### config.mk
export PLATFORM = sky130hd
export DESIGN_NAME = sum_group_accumulator
export DESIGN_NICKNAME = d
export VERILOG_FILES = /design/src/rtl/sum_group_accumulator.sv
export SDC_FILE = /design/constraint.sdc
export NUM_CORES = 1
export LEC_CHECK = 0
export ABC_AREA = 1
export BUFFER_PORTS_ARGS = -buffer_cell sky130_fd_sc_hd__buf_2
export CAP_MARGIN = 20
export CELL_PAD_IN_SITES_DETAIL_PLACEMENT = 0
export CELL_PAD_IN_SITES_GLOBAL_PLACEMENT = 1
export CORE_ASPECT_RATIO = 0.75
export CORE_MARGIN = 4
export CORE_UTILIZATION = 38
export CTS_BUF_LIST = sky130_fd_sc_hd__clkbuf_4 sky130_fd_sc_hd__clkbuf_8
export DETAILED_ROUTE_END_ITERATION = 12
export PLACE_DENSITY_LB_ADDON = 0.2
export SLEW_MARGIN = 40
export SYNTH_ARGS = -nofsm -noshare
export SYNTH_HDL_FRONTEND = slang
export SYNTH_SLANG_ARGS = --single-unit
### constraint.sdc
create_clock -name clk -period 1.7 [get_ports clk]
set_input_delay 0.34 -clock clk [delete_from_list [all_inputs] [get_ports clk]]
set_output_delay 0.34 -clock clk [all_outputs]
set_load 0.01 [all_outputs]
### src/rtl/sum_group_accumulator.sv
// sum_group_accumulator: sums groups of incoming sum values and emits one total per group.
// Ports:
//   clk, rst            clock, asynchronous active-high reset
//   in_vld/in_rdy       input handshake; in_data is an unsigned sum, in_last closes the group
//   out_vld/out_rdy     output handshake; out_data is the group total, out_cnt its item count
module sum_group_accumulator #(
    parameter int width = 9,
    parameter int n = 4,
    localparam int cw = $clog2(n + 1),
    localparam int aw = width + $clog2(n)
) (
    input  logic             clk,
    input  logic             rst,
    input  logic             in_vld,
    output logic             in_rdy,
    input  logic [width-1:0] in_data,
    input  logic             in_last,
    output logic             out_vld,
    input  logic             out_rdy,
    output logic [aw-1:0]    out_data,
    output logic [cw-1:0]    out_cnt
);
    logic [aw-1:0] acc;
    logic [cw-1:0] cnt;
    logic          candidate;
    logic          accept;
    logic          closing;
    logic [aw-1:0] sum;

    // The n-th item always closes, so cnt never reaches n between edges.
    assign candidate = in_last | (cnt == cw'(n - 1));
    // Only a closing item needs the output register free (or draining this cycle).
    assign in_rdy    = ~candidate | ~out_vld | out_rdy;
    assign accept    = in_vld & in_rdy;
    assign closing   = accept & candidate;
    assign sum       = acc + aw'(in_data);

    always_ff @(posedge clk or posedge rst) begin
        if (rst) begin
            acc      <= '0;
            cnt      <= '0;
            out_vld  <= 1'b0;
            out_data <= '0;
            out_cnt  <= '0;
        end else begin
            if (closing) begin
                out_data <= sum;
                out_cnt  <= cnt + cw'(1);
                out_vld  <= 1'b1;
                acc      <= '0;
                cnt      <= '0;
            end else begin
                if (accept) begin
                    acc <= sum;
                    cnt <= cnt + cw'(1);
                end
                if (out_vld & out_rdy)
                    out_vld <= 1'b0;
            end
        end
    end
endmodule

Word-level counts from Yosys, hierarchy flattened
Index checks and enable logic that the tools add are counted.

Register bits: 29. Input bits: 14. Output and inout port bits: 16.

Add/subtract/negate cells: 2. Eq/ne operators: 1. Multiplexer cells: 6. Bitwise logic cells: 8. Reductions and logical operators: 2.

Operators by type and width (count): $mux W11 (2); $add A11 B9 Y11 (1); $mux W3 (2); $reduce_bool A2 Y1 (2); $add A3 B1 Y3 const B (1); $and A1 B1 Y1 (3); $eq A3 B2 Y1 const B (1); $or A1 B1 Y1 (3); $mux W1 (2); $not A1 Y1 (2).

Depth between registers and ports, before layout
Gate-level depths: netlist (run 1).

Depth in word-level cells: 8. Depth in mapped cells: 11. Mapped depth without buffers: 11.

Worst setup path before layout (run 1)
No wires, ideal clock.

Path type: input to register. Start: input in_data[0]. End: register acc[8]. Arrival: 1474 ps. Setup slack: 109 ps. Stages: 11. Path buffers: 0. Cell sequence: ha_1 -> inv_1 -> fa_1 -> inv_1 -> nand3_1 -> nand3_1 -> nand2_1 -> nand2_1 -> nand2_1 -> nand3_1 -> nand2_1.

Longest elaborated chain between the ends: 3.

Ends and longest elaborated chain: start, declared (line 16) `input logic [width-1:0] in_data,`; $add A11 B9 Y11 (line 36) `assign sum = acc + aw'(in_data);`; $mux W11 (line 53) `if (accept) begin`; $mux W11 (line 46) `if (closing) begin`; end signal, assigned (line 54) `acc <= sum;`; end, declared (line 23) `logic [aw-1:0] acc;`.

No other way between the ends. The select of a mux whose other input is x is not followed. A chain may end at the register's enable or synchronous reset.

Worst setup path in the final report (run 1)
Start: register acc[0]. End: register out_data[6].

Longest elaborated chain between the ends: 1.

Ends and longest elaborated chain: $add A11 B9 Y11 (line 36); end signal, assigned (line 47) `out_data <= sum;`; end, declared (line 20) `output logic [aw-1:0] out_data,`.

No other way between the ends.

==> results of run 1 <==
[state kept, by name, indices dropped and copies added (netlist names)]
signal	count
acc	11
out_vld	1
out_cnt	3
out_data	11
cnt	3
[per-stage QoR]
step	hold slack, ns	TNS (ns)	util (%)
global placement	0.439	-0.208	47.4
global route	0.160	-0.353	52.9
finish	0.119	0	52.9
CTS	0.126	0	49.6
detailed placement	0.437	-0.335	47.4
floorplan	0.418	0	-
[critical path, delay by kind of cell (launching register included)]
family / cells / cell delay (ns)
fa+ha+maj: 2 / 0.59
flops: 1 / 0.37
buf+inv: 2 / 0.11
simple gates: 7 / 0.48
[power breakdown]
part           leakage [nW]  internal [W]  switching, W  total (W)
clock                0.0399      0.000269      0.000272   0.000541
combinational         0.784      0.000717      0.000885    0.00160
sequential            0.370      0.000942      0.000169    0.00111
[synth_stat cells (2+ instances only)]
cell type,instances
xnor2_1,3
o22ai_1,2
nand3_1,21
ha_1,11
o21ai_0,4
o21ai_1,7
nand4_1,2
nand3b_1,4
buf_6,2
a21oi_1,3
nand2_4,3
nand2_1,81
inv_1,25
dfrtp_1,29
nor2_1,11
[metal layers]
metal | routed length [um] | vias to the layer above | GRT usage, %
met1 | 2270 | 692 | 24.5
met3 | 216 | 4 | 5.51
li1 | - | 782 | -
met5 | 0 | - | 0
met2 | 1720 | 30 | 21.9
met4 | 17 | 0 | 3.56
[timing repair]
action                     in CTS  in global routing
buffers inserted                1                  2
setup endpoints to repair       1                 12
resized for setup               3                 26
hold endpoints to repair        0                  0
pin swaps                       1                  5
[layout make-up]
cell class / instances / area, um^2
sequential: 29 / 726
timing repair buffer: 46 / 279
multi-input combinational: 157 / 961
clock inverter: 1 / 5.00
tap: 55 / 68.8
fill: 419 / 1970
inverter: 27 / 104
clock buffer: 5 / 68.8
[final timing paths]
kind | slack (ns) | start | to | depth (start not counted)
max | 0.04 | acc[0] | out_data[6] | 11
min | 0.12 | rst | out_data[5] | 3
max reg2reg | 0.04 | acc[0] | out_data[6] | 11
min reg2reg | 0.48 | out_data[7] | out_data[7] | 2
max in group asynchronous | 1.30 | rst | acc[6] | 3
min in group clk | 0.34 | out_rdy | out_vld | 4
[cell families (layout without fill, tap and decap cells)]
kind of cell | count (synthesis) | in the layout
flip-flops | 29 | 29
AND/OR/NAND/NOR | 124 | 124
XOR/XNOR | 3 | 3
AO/OA/AOI/OAI | 18 | 18
adder cells (fa/ha/maj) | 12 | 12
buffers and inverters | 30 | 79
==> impl_metrics.ini, run 1 <==
[final_layout]
nNetsFinal = 292
antenna_cells = 0
final_common_cell = nand2_1
fin_area_mm2 = 0.00221
final_layout_size_suffix_gt1_share_pct = 31.3
stdcell_count = 320
syn2layout_area_growth_pct = 30.9
mostFrequentLayoutCells = nand2_1 (76), dfrtp_1 (29), buf_2 (28), inv_1 (22), buf_4 (17)

[setup_path]
crit_path_top_delay_cell = fa_2
crit_required_ns = 1.87
endpoint_kind = flop
critPathMostFrequentCell = nand2_1
worst_ep_arrival_time_ns = 1.83
startpoint_type = flop
crit_fanout = 3
crit_type = flop to flop
path_cells = ha_2 > inv_2 > fa_2 > inv_2 > nand3_2 > nand3_4 > nand2_2 > nand2_1 > nand2_1 > nand3_1 > nand2_1
cpPeakStageDelay_ns = 0.39

[timing]
worst_slack_ns = 0.0388
min_period_ns = 1.66
fin_skew_ns = 0.00696
timing.fmax_ghz = 0.602
setup_violations = 0
drv_slew = 0
tightest_slew_ns = 0.384
hold_viol = 0
finalCritPeriodShare_pct = 97.7
relSlewSlack_pct = 74.4
rsz0062_at_grt = yes

[floorplanning]
start_util_pct = 40.4
num_rows = 20
die_h_um = 65.8
die_w_um = 85.0
core_area_mm2 = 0.00418
die-area_mm2 = 0.00559
num_io_pins = 30

[clocking]
cts_hold_buffers = 0
clock_latency_ns = 0.28
path_clk_slew_ns = 0.07
cts_sinks = 29
numCtsBuffers = 5
cts_root_buf = clkbuf_8
cts_tree = built
cts.path.max_buffers = 2
cts_htree_levels = 2

[power_and_ir_drop]
power.leakage_nw = 1.19
powerDensity_mw_per_mm2 = 1470
peakVddDrop_v = 0.000588
finalPower_w = 0.00325

[yosys]
synthArstFlopShare_pct = 100
postSynthAreaPerCell_um2 = 7.83
netlist-cell-type-count = 23
yosys.area_share.adder_pct = 9.33
mappedNetlistArea_mm2 = 0.00169
ys_seq_elements = 29
synth-compound-area-share_pct = 5.85
synth-simple-area-share_pct = 32.6
ys_warn_count = 0
synth_area_leaders = dfrtp_1 (43%), nand2_1 (18%), ha_1 (8.1%)
synth-edff-count = 0
syn-num-nets = 242
yosysTopAreaCellShare_pct = 42.9
synth_cells = 216
synth_top_area_cell = dfrtp_1
synth_mux_area_share_pct = 0
synth_seq_area_share_pct = 42.9
synth_xor_area_share_pct = 1.55
synth_top_family_by_area = simple AND/OR/NAND/NOR gates
ys.flop_type = dfrtp_1

[global_routing]
grt_remaining_overflow = 0
grt_pass1_vias = 1479
grt_use_total_pct = 16.2
grt_max_degree = 30
grt_antenna_before_repair = 0
grt_first_pass_wirelength_mm = 7.02

[detailed_routing]
vias_per_cell = 4.71
drc = 0
wl_per_cell_um = 13.2
dr.first_iter.drc_count = 62
firstDrtPassIters = 4
drt_wl_total_mm = 4.23
drtAntennaViolNets = 0
vias = 1508

[placed_design]
dp_slack_ns = -0.0711
routabilityCongestion = 0.866
io_buffers = 29
post_dp_cell_area_mm2 = 0.00198
dpl.cell_count = 311
hpwl_mm = 3.07

[worst_hold_path]
hp-class = input port to asynchronous set/reset pin

[status]
status = completed

[job]
max_cap_viol_count = 0
(Power assumes the default switching activity.)
==> run 2: changes to the inputs <==
ABC_AREA = 0   (was 1)
CORE_UTILIZATION = 45   (was 38)
PLACE_DENSITY_LB_ADDON = 0.3   (was 0.2)
clock period = 2.1 ns   (was 1.7 ns; I/O delays follow)
==> impl_metrics.ini, run 2 <==
[detailed_routing]
dr.first_iter.drc_count = 25
drt_wl_total_mm = 3.47
drtAntennaViolNets = 0
wl_per_cell_um = 14.8
vias_per_cell = 5.60
vias = 1311
firstDrtPassIters = 4
drc = 0

[yosys]
syn-num-nets = 178
mappedNetlistArea_mm2 = 0.00159
synth_seq_area_share_pct = 45.5
ys.flop_type = dfrtp_1
synth-edff-count = 0
ys_seq_elements = 29
postSynthAreaPerCell_um2 = 10.5
netlist-cell-type-count = 42
yosysTopAreaCellShare_pct = 45.5
synth_top_area_cell = dfrtp_1
synth_cells = 152
ys_warn_count = 0
synth_most_common_cell = dfrtp_1
synthArstFlopShare_pct = 100
synth_commonest_cells = dfrtp_1 (29), nand2_1 (17), ha_1 (11)
synth_area_leaders = dfrtp_1 (46%), ha_1 (8.6%), nand2_1 (4.0%)

[floorplanning]
num_io_pins = 30
die_w_um = 76.7
die-area_mm2 = 0.00457
start_util_pct = 47.5
core_area_mm2 = 0.00336
num_rows = 18
die_h_um = 59.5

[timing]
fin_skew_ns = 0.00380
hold_viol = 0
worst_slack_ns = 0.0705
timing.fmax_ghz = 0.493
relSlewSlack_pct = 70.9
tightest_slew_ns = 0.436
min_period_ns = 2.03
rsz0062_at_grt = no
finalCritPeriodShare_pct = 96.6
setup_violations = 0
drv_slew = 0

[setup_path]
startpoint_type = flop
r2r_end = acc[8]
worst_ep_arrival_time_ns = 2.24
ff2ff_path_depth = 8
crit_start = acc[0]
crit_required_ns = 2.31
crit_type = flop to flop
endpoint_kind = flop
crit_fanout = 4
r2r_slack_ns = 0.07
r2r-start = acc[0]
endpoint = acc[8]

[global_routing]
grt_remaining_overflow = 0
grt_first_pass_wirelength_mm = 5.94
met2_usage_pct = 29.4
met3_usage_pct = 5.32
met1_usage_pct = 19.7
grt_pass1_vias = 1372
grt_max_degree = 30
grt_antenna_before_repair = 0
grt-busiest-layer = met2
grt_use_total_pct = 16.8

[clocking]
cts_sinks = 29
cts_htree_levels = 2
cts.path.max_buffers = 2
cts_root_buf = clkbuf_8
cts_tree = built
path_clk_slew_ns = 0.06
clock_latency_ns = 0.27
numCtsBuffers = 5

[final_layout]
final_layout_size_suffix_gt1_share_pct = 32.0
nNetsFinal = 219
mostFrequentLayoutCells = dfrtp_1 (29), buf_2 (29), nand2_1 (17), buf_4 (11), ha_1 (10)
final.fill_count = 296
top_regs = acc: 11 flops, out_data: 11 flops
antenna_cells = 0
stdcell_count = 234
syn2layout_area_growth_pct = 22.2

[placed_design]
dp_slack_ns = -0.114
routabilityCongestion = 0.778
hpwl_mm = 2.63
io_buffers = 29
dpl.cell_count = 224

[worst_hold_path]
hp-class = input port to asynchronous set/reset pin

[power_and_ir_drop]
powerDensity_mw_per_mm2 = 1300
clkPwrFrac_pct = 19.8
power.leakage_nw = 0.963
switching_share_pct = 36.9
p_int_w = 0.00159
net-switching-power_w = 0.000932
seq_power_share_pct = 35.3
peakVddDrop_v = 0.000535
combPwrFrac_pct = 44.9

[status]
status = completed

[job]
max_cap_viol_count = 0
-- run 2: cell types whose count changed in the layout (fill, tap and decap cells not counted), moves of 6 or more --
cell / before / now
nand2_1: 76 / 17
inv_1: 22 / 6
nand3_1: 16 / 4
a22o_1: 0 / 7
ha_1: 3 / 10
buf_4: 17 / 11
nor2_1: 10 / 4
-- run 2: kinds of logic (layout without fill, tap and decap cells) --
logic type                 count (synthesis)  in the layout  share of synthesized area [%]
muxes                                      8              8                           5.57
xor gates and xnor gates                   8              8                           4.40
DFF                                       29             29                           45.5
and+or+nand+nor                           41             41                           12.7
adders and majority gates                 12             12                           9.89
buffers and inverters                     12             54                           3.77
AOI/OAI and AO/OA                         42             42                           18.1
-- run 2: worst min path at each step --
stage / startpoint / endpoint / slack, ns / depth (start not counted)
finish: rst / out_vld / 0.21 / 3
floorplan: acc[2] / acc[2] / 0.45 / 2
global placement: out_cnt[0] / out_cnt[0] / 0.46 / 2
detailed placement: out_cnt[0] / out_cnt[0] / 0.47 / 2
CTS: rst / out_vld / 0.22 / 3
global route: rst / out_vld / 0.26 / 3
-- run 2: power by group through the flow --
stage	Sequential, W	Clock (W)	Combinational (W)
floorplan	0.000945	0	0.000730
global placement	0.000888	0	0.00107
detailed placement	0.000901	0	0.00111
CTS	0.000895	0.000515	0.00112
global route	0.000926	0.000532	0.00128
finish	0.000891	0.000500	0.00113
-- run 2: per-layer routing --
metal	wire length, um	part of all wire, %
met1	1490	43
met4	27	0.78
met2	1710	49
met3	239	6.9
met5	0	0
-- run 2: critical path: stages (launching register included) --
cell	delay (ns)
dfrtp_1	0.35
ha_2	0.19
inv_1	0.06
fa_2	0.34
nand2b_4	0.15
a211oi_2	0.23
nor2b_2	0.09
or4_1	0.47
nand3_1	0.08
-- run 2: area by class of cell --
class	count	area, um^2	share of cell area, %
clock buffer	7	96.3	4.95
clock inverter	1	5.00	0.257
inverter	6	22.5	1.16
multi-input combinational	111	821	42.1
sequential	29	726	37.3
tap	40	50.0	2.57
timing repair buffer	40	228	11.7
-- run 2: stage by stage --
| step | setup TNS, ns | total power [W] | hold WS, ns | util, % | cell area (um^2) |
|---|---|---|---|---|---|
| detailed placement | -0.193 | 0.00201 | 0.466 | 54.2 | 1820 |
| floorplan | 0 | 0.00167 | 0.447 | - | 1590 |
| CTS | 0 | 0.00253 | 0.225 | 57.2 | 1920 |
| global placement | -0.0748 | 0.00196 | 0.462 | 54.2 | 1820 |
| global route | 0 | 0.00274 | 0.259 | 58.1 | 1950 |
| finish | 0 | 0.00253 | 0.213 | 58.1 | 1950 |
-- run 2: timing repair --
item	CTS	global route
hold buffers	0	0
setup buffers	0	2
resized for setup	0	3
hold endpoints to repair	0	0
endpoints found under the setup margin	0	3
==> run 3: changes to the inputs <==
CORE_UTILIZATION = 48   (was 45)
==> impl_metrics.ini, run 3 (synthesis results as in run 2) <==
[worst_hold_path]
hp-class = input port to asynchronous set/reset pin

[final_layout]
mostFrequentLayoutCells = dfrtp_1 (29), buf_2 (29), nand2_1 (17), buf_4 (12), ha_1 (10)
syn2layout_area_growth_pct = 21.6
nNetsFinal = 220
final_layout_size_suffix_gt1_share_pct = 32.8
stdcell_count = 233
antenna_cells = 0
top_regs = acc: 11 flops, out_data: 11 flops

[global_routing]
grt_remaining_overflow = 0
grt_max_degree = 30
grt_pass1_vias = 1265
grt_first_pass_wirelength_mm = 5.64
grt_antenna_before_repair = 0
grt_use_total_pct = 17.0

[setup_path]
crit_path_top_delay_cell = or4_1
endpoint_kind = flop
cpPeakStageDelay_ns = 0.47
crit_type = flop to flop
crit_required_ns = 2.31
worst_ep_arrival_time_ns = 2.21
crit_family = simple AND/OR/NAND/NOR gates
startpoint_type = flop
critical_path_buf_inv_count = 1
r2r_end = acc[8]
r2r-start = acc[0]
crit_fanout = 3
ff2ff_path_depth = 8
path_cells = ha_2 > inv_2 > fa_2 > nand2b_4 > a211oi_2 > nor2b_2 > or4_1 > nand3_1
r2r_slack_ns = 0.10

[power_and_ir_drop]
switching_share_pct = 37.6
peakVddDrop_v = 0.000518
powerDensity_mw_per_mm2 = 1280
net-switching-power_w = 0.000933
seq_power_share_pct = 35.9
p_int_w = 0.00155
finalPower_w = 0.00248
clkPwrFrac_pct = 18.2
combPwrFrac_pct = 45.9
power.leakage_nw = 0.963

[placed_design]
routabilityCongestion = 0.893
dpl.cell_count = 224
hpwl_mm = 2.58
io_buffers = 29

[floorplanning]
die-area_mm2 = 0.00432
core_area_mm2 = 0.00306
num_io_pins = 30
num_rows = 17
die_w_um = 74.5
die_h_um = 57.9
start_util_pct = 52.0

[timing]
timing.fmax_ghz = 0.501
rsz0062_at_grt = yes
drv_slew = 0
hold_viol = 0
tightest_slew_ns = 0.456
finalCritPeriodShare_pct = 95.0
fin_skew_ns = 0.00491
relSlewSlack_pct = 69.6
setup_violations = 0
min_period_ns = 2.00

[clocking]
cts.path.max_buffers = 2
cts_hold_buffers = 0
cts_htree_levels = 2
cts_root_buf = clkbuf_8
clock_latency_ns = 0.28
cts_sinks = 29
numCtsBuffers = 5
cts_tree = built
path_clk_slew_ns = 0.07

[detailed_routing]
vias_per_cell = 5.30
vias = 1236
wl_per_cell_um = 14.5
dr.first_iter.drc_count = 36
drtAntennaViolNets = 0
firstDrtPassIters = 4
drt_wl_total_mm = 3.38
drc = 0

[job]
max_cap_viol_count = 0

[status]
status = completed
[run 3: changes by cell type in the layout (fill, tap and decap cells not counted)]
cell and change:
clkinv_2 +1, clkbuf_8 -2, buf_4 +1, clkbuf_4 +1, inv_2 +1, inv_1 -1
[run 3: routing by layer]
layer,global-route usage (%),vias to the layer above,wire (um)
li1,-,630,-
met1,23.8,577,1730
met2,26.2,27,1480
met3,4.68,2,167
met4,4.57,0,7
met5,0,-,0
[run 3: worst min-delay path: cells and delay by family]
kind	cells	cell delay (ns)
buffers and inverters	3	0.47
[run 3: cell type report]
class                      count  area, um^2
fill                         260        1120
multi-input combinational    111         821
sequential                    29         726
timing repair buffer          41         235
clock buffer                   6        76.3
tap                           38        47.5
inverter                       6        22.5
clock inverter                 2        10.0
[run 3: per-stage QoR]
step / instance area [um^2] / utilization (%) / hold WS, ns / TNS (ns) / setup WS [ns]
finish: 1940 / 63.3 / 0.207 / 0 / 0.104
global route: 1940 / 63.3 / 0.248 / -0.00390 / -0.00390
CTS: 1920 / 62.6 / 0.218 / 0 / 0.0387
detailed placement: 1830 / 59.8 / 0.467 / -0.114 / -0.0911
global placement: 1830 / 59.8 / 0.460 / -0.0518 / -0.0518
floorplan: 1590 / - / 0.447 / 0 / 0.0268
[run 3: power by group through the flow]
| stage | combinational [W] | sequential (W) | clock, W |
|---|---|---|---|
| 3_3_place_gp | 0.00109 | 0.000888 | 0 |
| 4_1_cts | 0.00113 | 0.000893 | 0.000465 |
| 3_5_place_dp | 0.00113 | 0.000903 | 0 |
| 5_1_grt | 0.00126 | 0.000917 | 0.000495 |
| 6_report | 0.00114 | 0.000890 | 0.000451 |
| 2_1_floorplan | 0.000730 | 0.000945 | 0 |
[run 3: worst max-delay path by stage]
stage | from | endpoint | depth (start not counted)
floorplan | in_data[0] | acc[8] | 8
global placement | in_data[0] | acc[8] | 9
detailed placement | in_data[0] | acc[8] | 9
CTS | acc[0] | acc[8] | 8
global route | acc[0] | acc[8] | 8
finish | acc[0] | acc[8] | 8
[run 3: timing repair]
action                                  CTS  global route
buffers inserted                          0             1
resized for setup                         0             4
endpoints found under the setup margin    0             2
